**config.mk**
```make
export PLATFORM = sky130hd
export DESIGN_NAME = div_unit_flat
export DESIGN_NICKNAME = d
export VERILOG_FILES = /design/src/rtl/div_unit_if.sv /design/src/rtl/div_unit.sv /design/src/flat_wrapper.sv
export SDC_FILE = /design/constraint.sdc
export NUM_CORES = 1
export LEC_CHECK = 0
export BUFFER_PORTS_ARGS = -buffer_cell sky130_fd_sc_hd__buf_2
export CAP_MARGIN = 0
export CORE_MARGIN = 2
export CORE_UTILIZATION = 35
export DETAILED_ROUTE_END_ITERATION = 8
export PLACE_DENSITY = 0.59
export SETUP_SLACK_MARGIN = 0.2
export SYNTH_ARGS = -nofsm -noshare
export SYNTH_HDL_FRONTEND = slang
export SYNTH_SLANG_ARGS = --single-unit
export TNS_END_PERCENT = 5
```
**constraint.sdc**
```tcl
create_clock -name clk -period 5.9 [get_ports clk]
set_input_delay 0.885 -clock clk [delete_from_list [all_inputs] [get_ports clk]]
set_output_delay 0.885 -clock clk [all_outputs]
set_load 0.005 [all_outputs]
```
**src/rtl/div_unit_if.sv**
```systemverilog
// Request/response bundle between the execute stage and the divider.
interface div_unit_if #(
  parameter int WIDTH = 32
);
  logic               start;
  logic               signed_div;
  logic [WIDTH-1:0]   div_srca;
  logic [WIDTH-1:0]   div_srcb;
  logic               annul;
  logic [2*WIDTH-1:0] div_result;
  logic               div_ready;

  // Execute stage side: issues requests, consumes {HI, LO}.
  modport master (
    output start, signed_div, div_srca, div_srcb, annul,
    input  div_result, div_ready
  );

  // Divider side.
  modport slave (
    input  start, signed_div, div_srca, div_srcb, annul,
    output div_result, div_ready
  );
endinterface

```
**src/rtl/div_unit.sv**
```systemverilog
// Multi-cycle radix-2 restoring divider for DIV/DIVU. Operates on the
// magnitudes of the operands and applies the sign correction on the final
// iteration, so the result lands directly in {remainder, quotient} = {HI, LO}.
module div_unit #(
  parameter int WIDTH = 32
) (
  input  logic        clk,
  input  logic        rst,
  div_unit_if.slave   bus
);
  localparam int CW = $clog2(WIDTH);

  typedef enum logic [1:0] {IDLE, DIVZERO, BUSY, DONE} state_t;

  state_t             state_reg, state_next;
  logic [WIDTH-1:0]   rem_reg, rem_next;
  logic [WIDTH-1:0]   quo_reg, quo_next;
  logic [WIDTH-1:0]   dsr_reg, dsr_next;
  logic [CW-1:0]      cnt_reg, cnt_next;
  logic               neg_q_reg, neg_q_next;
  logic               neg_r_reg, neg_r_next;
  logic [2*WIDTH-1:0] result_reg, result_next;
  logic               ready_reg, ready_next;

  // Operand magnitudes; only taken when signed_div is set.
  logic               a_neg, b_neg;
  logic [WIDTH-1:0]   a_abs, b_abs;

  // One restoring step: shift in the next dividend bit, trial-subtract.
  logic [WIDTH:0]     shifted, trial;
  logic [WIDTH-1:0]   rem_step, quo_step;

  assign a_neg = bus.signed_div & bus.div_srca[WIDTH-1];
  assign b_neg = bus.signed_div & bus.div_srcb[WIDTH-1];
  assign a_abs = a_neg ? -bus.div_srca : bus.div_srca;
  assign b_abs = b_neg ? -bus.div_srcb : bus.div_srcb;

  // Remainder is always below the divisor, so WIDTH+1 bits never overflow.
  assign shifted  = {rem_reg, quo_reg[WIDTH-1]};
  assign trial    = shifted - {1'b0, dsr_reg};
  assign rem_step = trial[WIDTH] ? shifted[WIDTH-1:0] : trial[WIDTH-1:0];
  assign quo_step = {quo_reg[WIDTH-2:0], ~trial[WIDTH]};

  assign bus.div_result = result_reg;
  assign bus.div_ready  = ready_reg;

  // State and datapath registers; reset abandons any division in flight.
  always_ff @(posedge clk) begin
    if (rst) begin
      state_reg  <= IDLE;
      rem_reg    <= '0;
      quo_reg    <= '0;
      dsr_reg    <= '0;
      cnt_reg    <= '0;
      neg_q_reg  <= 1'b0;
      neg_r_reg  <= 1'b0;
      result_reg <= '0;
      ready_reg  <= 1'b0;
    end else begin
      state_reg  <= state_next;
      rem_reg    <= rem_next;
      quo_reg    <= quo_next;
      dsr_reg    <= dsr_next;
      cnt_reg    <= cnt_next;
      neg_q_reg  <= neg_q_next;
      neg_r_reg  <= neg_r_next;
      result_reg <= result_next;
      ready_reg  <= ready_next;
    end
  end

  // Next-state and next-register logic; everything holds unless a state acts.
  always_comb begin
    state_next  = state_reg;
    rem_next    = rem_reg;
    quo_next    = quo_reg;
    dsr_next    = dsr_reg;
    cnt_next    = cnt_reg;
    neg_q_next  = neg_q_reg;
    neg_r_next  = neg_r_reg;
    result_next = result_reg;
    ready_next  = ready_reg;

    case (state_reg)
      IDLE: begin
        if (bus.start && !bus.annul) begin
          neg_q_next = a_neg ^ b_neg;
          neg_r_next = a_neg;
          if (bus.div_srcb == '0) begin
            state_next = DIVZERO;
          end else begin
            rem_next   = '0;
            quo_next   = a_abs;
            dsr_next   = b_abs;
            cnt_next   = '0;
            state_next = BUSY;
          end
        end
      end
      BUSY: begin
        if (bus.annul) begin
          state_next = IDLE;
          ready_next = 1'b0;
        end else begin
          rem_next = rem_step;
          quo_next = quo_step;
          cnt_next = cnt_reg + CW'(1);
          if (cnt_reg == CW'(WIDTH - 1)) begin
            // Sign fix folded into the last iteration's result load.
            result_next = {neg_r_reg ? -rem_step : rem_step,
                           neg_q_reg ? -quo_step : quo_step};
            ready_next  = 1'b1;
            state_next  = DONE;
          end
        end
      end
      DIVZERO: begin
        if (bus.annul) begin
          state_next = IDLE;
          ready_next = 1'b0;
        end else begin
          result_next = '0;
          ready_next  = 1'b1;
          state_next  = DONE;
        end
      end
      DONE: begin
        if (bus.annul || !bus.start) begin
          state_next = IDLE;
          ready_next = 1'b0;
        end
      end
      default: begin
        state_next = IDLE;
        ready_next = 1'b0;
      end
    endcase
  end
endmodule

```
**src/flat_wrapper.sv**
```systemverilog
// flat-port wrapper written by rule: the top's interface ports become plain ports
module div_unit_flat 
#(
  parameter int WIDTH = 32
)
  (clk, rst, bus_start, bus_signed_div, bus_div_srca, bus_div_srcb, bus_annul, bus_div_result, bus_div_ready);
  div_unit_if #(.WIDTH(WIDTH)) bus_i ();
  input  logic clk;
  input  logic rst;
  input wire logic [$bits(bus_i.start)-1:0] bus_start;
  input wire logic [$bits(bus_i.signed_div)-1:0] bus_signed_div;
  input wire logic [$bits(bus_i.div_srca)-1:0] bus_div_srca;
  input wire logic [$bits(bus_i.div_srcb)-1:0] bus_div_srcb;
  input wire logic [$bits(bus_i.annul)-1:0] bus_annul;
  output wire logic [$bits(bus_i.div_result)-1:0] bus_div_result;
  output wire logic [$bits(bus_i.div_ready)-1:0] bus_div_ready;
  assign bus_i.start = bus_start;
  assign bus_i.signed_div = bus_signed_div;
  assign bus_i.div_srca = bus_div_srca;
  assign bus_i.div_srcb = bus_div_srcb;
  assign bus_i.annul = bus_annul;
  assign bus_div_result = bus_i.div_result;
  assign bus_div_ready = bus_i.div_ready;
  div_unit #(.WIDTH(WIDTH)) u_core (.clk(clk), .rst(rst), .bus(bus_i));
endmodule
```
Word-level counts from Yosys, hierarchy flattened
Cells that the tools add are included.
- register bits after elaboration: 170
- logic and storage cells: 79
- $add $sub $neg: 6
- multiplexer cells: 33
- reductions and logical operators: 15
- bitwise logic cells: 5
- eq/ne operators: 11
- operator list (cell ; count):
    $mux W32 ; 11
    $mux W64 ; 3
    $neg A32 Y32 ; 4
    $pmux W32 S2 ; 2
    $pmux W64 S2 ; 1
    $sub A33 B32 Y33 ; 1
    $logic_not A32 Y1 ; 1
    $mux W5 ; 3
    $mux W2 ; 6
    $pmux W5 S2 ; 1
    $reduce_and A3 Y1 ; 3
    $pmux W2 S4 ; 1
    $reduce_and A4 Y1 ; 2
    $ne A2 B1 Y1 const B ; 3
    $ne A2 B2 Y1 const B ; 3
    $add A5 B1 Y5 const B ; 1
    $eq A5 B5 Y1 const B ; 1
    $eq A2 B2 Y1 const B ; 2
    $mux W1 ; 4
    $reduce_bool A2 Y1 ; 2
    $ne A3 B2 Y1 const B ; 1
    $pmux W1 S3 ; 1
    $reduce_bool A3 Y1 ; 1
    $and A1 B1 Y1 ; 2
    other kinds (8) ; 10

Longest topological paths before layout
- depth in word-level cells: 7
- mapped depth: 26
- depth with buffers taken out: 21

Worst setup path after synthesis
No wires, ideal clock.
- kind: reg-to-reg
- start: register u_core.quo_reg[31]
- end: register u_core.result_reg[54] (netlist: u_core.bus.div_result[54])
- path slack: 1.307 ns
- arrival time: 4.463 ns
- stages on the path, launching flop included: 26
- setup time: 0.129 ns
- path through: dfxtp_1 inv_1 ha_1 inv_1 fa_1 a211oi_2 o211ai_1 and2_1 o211a_1 a211oi_2 buf_4 buf_4 buf_4 buf_4 buf_2 a21oi_1 inv_1 ha_1 nor3b_1 nand3b_1 nor4_1 a41o_1 nand3_1 o31ai_1 xor2_1 o21ai_0
- word-level cells in the longest chain between the ends: 7
- RTL lines (element ; RTL line ; text):
    start, declared ; div_unit.sv:17 ; logic [WIDTH-1:0] quo_reg, quo_next;
    start signal, assigned ; div_unit.sv:62 ; quo_reg <= quo_next;
    $sub A33 B32 Y33 ; div_unit.sv:40 ; assign trial = shifted - {1'b0, dsr_reg};
    $mux W32 * ; div_unit.sv:41 ; assign rem_step = trial[WIDTH] ? shifted[WIDTH-1:0] : trial[WIDTH-1:0];
    $neg A32 Y32 ; div_unit.sv:110 ; result_next = {neg_r_reg ? -rem_step : rem_step,
    $mux W32 * ; div_unit.sv:110 ;
    $mux W64 * ; div_unit.sv:108 ; if (cnt_reg == CW'(WIDTH - 1)) begin
    $mux W64 * ; div_unit.sv:101 ; if (bus.annul) begin
    $pmux W64 S2 * ; div_unit.sv:84 ; case (state_reg)
    end signal, assigned ; div_unit.sv:67 ; result_reg <= result_next;
    end, declared ; div_unit.sv:22 ; logic [2*WIDTH-1:0] result_reg, result_next;
Mark *: on every way between the ends. The rest lies on a longest branch, timed or not. The select of a mux whose other input is x is not followed.
A chain may end at the register's enable or synchronous reset.

Final worst setup path
- start: register u_core.quo_reg[31]
- end: register u_core.result_reg[52] (netlist: u_core.bus.div_result[52])
Same word-level chain as after synthesis.

==> qor.txt <==
Primary FF master, synth - dfxtp_1
Netlist cell types - 84
RePlAce Congestion - 0.864
Slew Viols, Final - 0
Hold Crit Class - flop to flop
WL met3 - 1330 um
Post-Place Worst Slack - 1280 ps
DRC viols - 0
Via count of the first global-routing pass - 10,600
Total track usage - 20.3%
Reg-to-Reg Start - u_core.quo_reg[31]
Worst Skew - 12.4 ps
Insertion delay to the later sink of the worst-skew pair - 450 ps
Share of synthesized registers carrying an async set or reset - 0%
Clk slew on worst S/H paths - 70 ps
Via-to-Cell Ratio - 5.39
# resized after CTS - 0
Die X - 186 um
Root Buffer - clkbuf_16
Initial Utilization - 35.5%
R2r worst-path depth - 19
Fin. Hold Viols - 0
Power Density - 346 mW/mm2
Post-CTS Setup Bufs - 0
Top Ports - 134
Max Cap Viol - 0
Hold WS - 449 ps
Worst path arrival time - 5060 ps
Initial antenna violation count - 1
Cell-by-cell trace of the critical path - inv_1 -> ha_1 -> inv_1 -> fa_1 -> a211oi_2 -> o211ai_1 -> and2_1 -> o211a_1 -> a211oi_4 -> mux2i_1 -> ha_1 -> nor3b_1 -> nand3b_1 -> nor4_1 -> a41o_1 -> nand3_1 -> o21ai_0 -> xor2_1 -> o21ai_0
Period utilization - 80.2%
H-tree depth - 4
Leak - 5.19 nW
Worst setup startpoint - u_core.quo_reg[31]
Met1 wire length - 15,200 um
DRT iter0 DRCs - 648
Num rows - 66
Post-synthesis instance area - 0.0115 mm2
Hold depth - 2
Design Power - 4.51 mW
Vias - 11,200
Nets - 1,730
Maximum VDD drop - 0.217 mV
WP data required - 6230 ps
PortBufs - 133
Placed Instance Area - 0.0125 mm2
Syn_area_per_cell - 7.50 um2
Register bit total from synthesis - 170
Post-DP HPWL - 25,800 um
Area added between synthesis and finish - 13.1%
Final number of setup-violating endpoints - 0
Fmax - 211 MHz
Post-synth EDFFs - 0
Worst path max stage delay - 420 ps
WL final - 34,600 um
Most frequent cells after synthesis - 233 x nand2_1, 170 x dfxtp_1, 162 x nor2_1
Setup CP Type - flop to flop
Post-synth top area cell - dfxtp_1
Ant diodes - 0
Post-layout min period - 4730 ps
Post-synthesis sequential area ratio - 29.5%
CP endpoint kind - flop
Worst Setup Start Kind - flop
Critical R2R Capture - u_core.bus.div_result[52]
Clock Path Buffers - 2
Slew of the pin with the lowest slew margin - 1150 ps
Antenna-violating nets left - 0
Outcome - finished clean
CTS sink count - 170
RSZ-0062 raised after global routing - no
Largest net degree at the start of global routing - 77
Final setup TNS - 0 ps
WP buf/inv - 2
Setup ws final - 1170 ps
CTS Buf Count - 17
Hold Buf Count CTS - 0
CORE AREA - 0.0325 mm2
Syn Inst Count - 1,539
TritonCTS clock tree - done
Met2 wire length - 17,100 um
Routed wire per std cell - 16.7 um
Top Metal Used - met5
Hold-critical path endpoint - u_core.bus.div_result[61]
Most instantiated library cell after synthesis - nand2_1
GRT overflow - 0
Flop2flop setup slack - 1170 ps
Die Area - 0.0344 mm2
Drt pass-1 iters - 5
Crit-path slowest cell - fa_1
Yosys warning total - 0
First-pass GRT wire length - 55,600 um
Final instance area - 0.0131 mm2
Synth top area cells - dfxtp_1 29%, nand2_1 7.6%, xnor2_1 5.8%
Synth top area share - 29.5%
Post-Syn Nets - 1,652
Largest register FFs - 64
Die H - 186 um
CP max FO - 6
Delay-heaviest family, CP - compound AO/OA/AOI/OAI gates
Hold Startpoint - u_core.bus.div_result[61]
Layout cell share with drive strength beyond 1 - 13.0%
Max-Slew Margin vs Limit - 22.9%
## stage by stage
step           utilization, %  std cells
2_1_floorplan               -       1539
3_3_place_gp             38.3       2040
5_1_grt                  40.1       2072
3_5_place_dp             38.3       2040
4_1_cts                  40.1       2072
6_report                 40.1       2072
## layout by cell type (no fill, tap or decap), types with 9 or more instances in the layout
cell type and count:
nand2_1 233, dfxtp_1 170, nor2_1 161, buf_2 132, a21oi_1 117, o21ai_0 100
xnor2_1 76, xor2_1 62, a22oi_1 57, inv_1 54, ha_1 42, a211oi_1 38
nor3_1 31, nand3_1 21, o31ai_1 18, o21ai_1 17, clkbuf_16 17, and3_1 16
or3_1 15, buf_4 14, nand2b_1 13, nor2b_1 12, nor4_1 12, a21o_1 12
a31oi_1 12, and2_1 11, nand4_1 11, o41ai_1 11, a22o_1 9
## cell families (layout without fill, tap and decap cells)
kind of cell,after synthesis,after routing,share of synthesized area [%]
flip-flops,170,170,29.5
AND/OR/NAND/NOR,581,581,23.3
XOR/XNOR,138,138,10.5
adder cells (fa/ha/maj),44,44,4.84
AO/OA/AOI/OAI,454,454,25.5
multiplexers,10,10,0.889
buffers and inverters,142,233,5.50
## worst min-delay path: cells and delay by family (launching register included)
kind / cells / cell delay, ps
AOI/OAI and AO/OA: 1 / 50
DFF: 1 / 310
and+or+nand+nor: 1 / 50
## how the worst max path moves through the flow
stage	to	slack (ps)	cells after the start
final	u_core.bus.div_result[52]	1170	19
after global routing	u_core.bus.div_result[52]	750	19
after CTS	u_core.bus.div_result[52]	1220	19
after detailed placement	u_core.rem_reg[23]	1280	10
after global placement	u_core.cnt_reg[1]	1310	10
after floorplan	u_core.bus.div_result[54]	1310	25
## routing by layer
metal / vias to the layer above / global-route usage, %
met5: - / 0
li1: 5612 / -
met3: 65 / 2.93
met1: 5212 / 25.1
met4: 2 / 7.06
met2: 283 / 36.0
## where the power goes
group	leakage (nW)	internal [mW]	switching (mW)
registers	1.38	1.26	0.111
clock network	0.288	0.578	0.564
logic	3.53	0.676	1.32
## area by class of cell
cell class                      count  area, um2
Clock inverter                     14        150
Tap cell                          442        553
Sequential cell                   170       3400
Fill cell                        3452      19500
Multi-Input combinational cell   1227       7530
Timing Repair Buffer              146        766
Clock buffer                       18        439
Inverter                           55        206
Power figures use the tool's default switching activity.
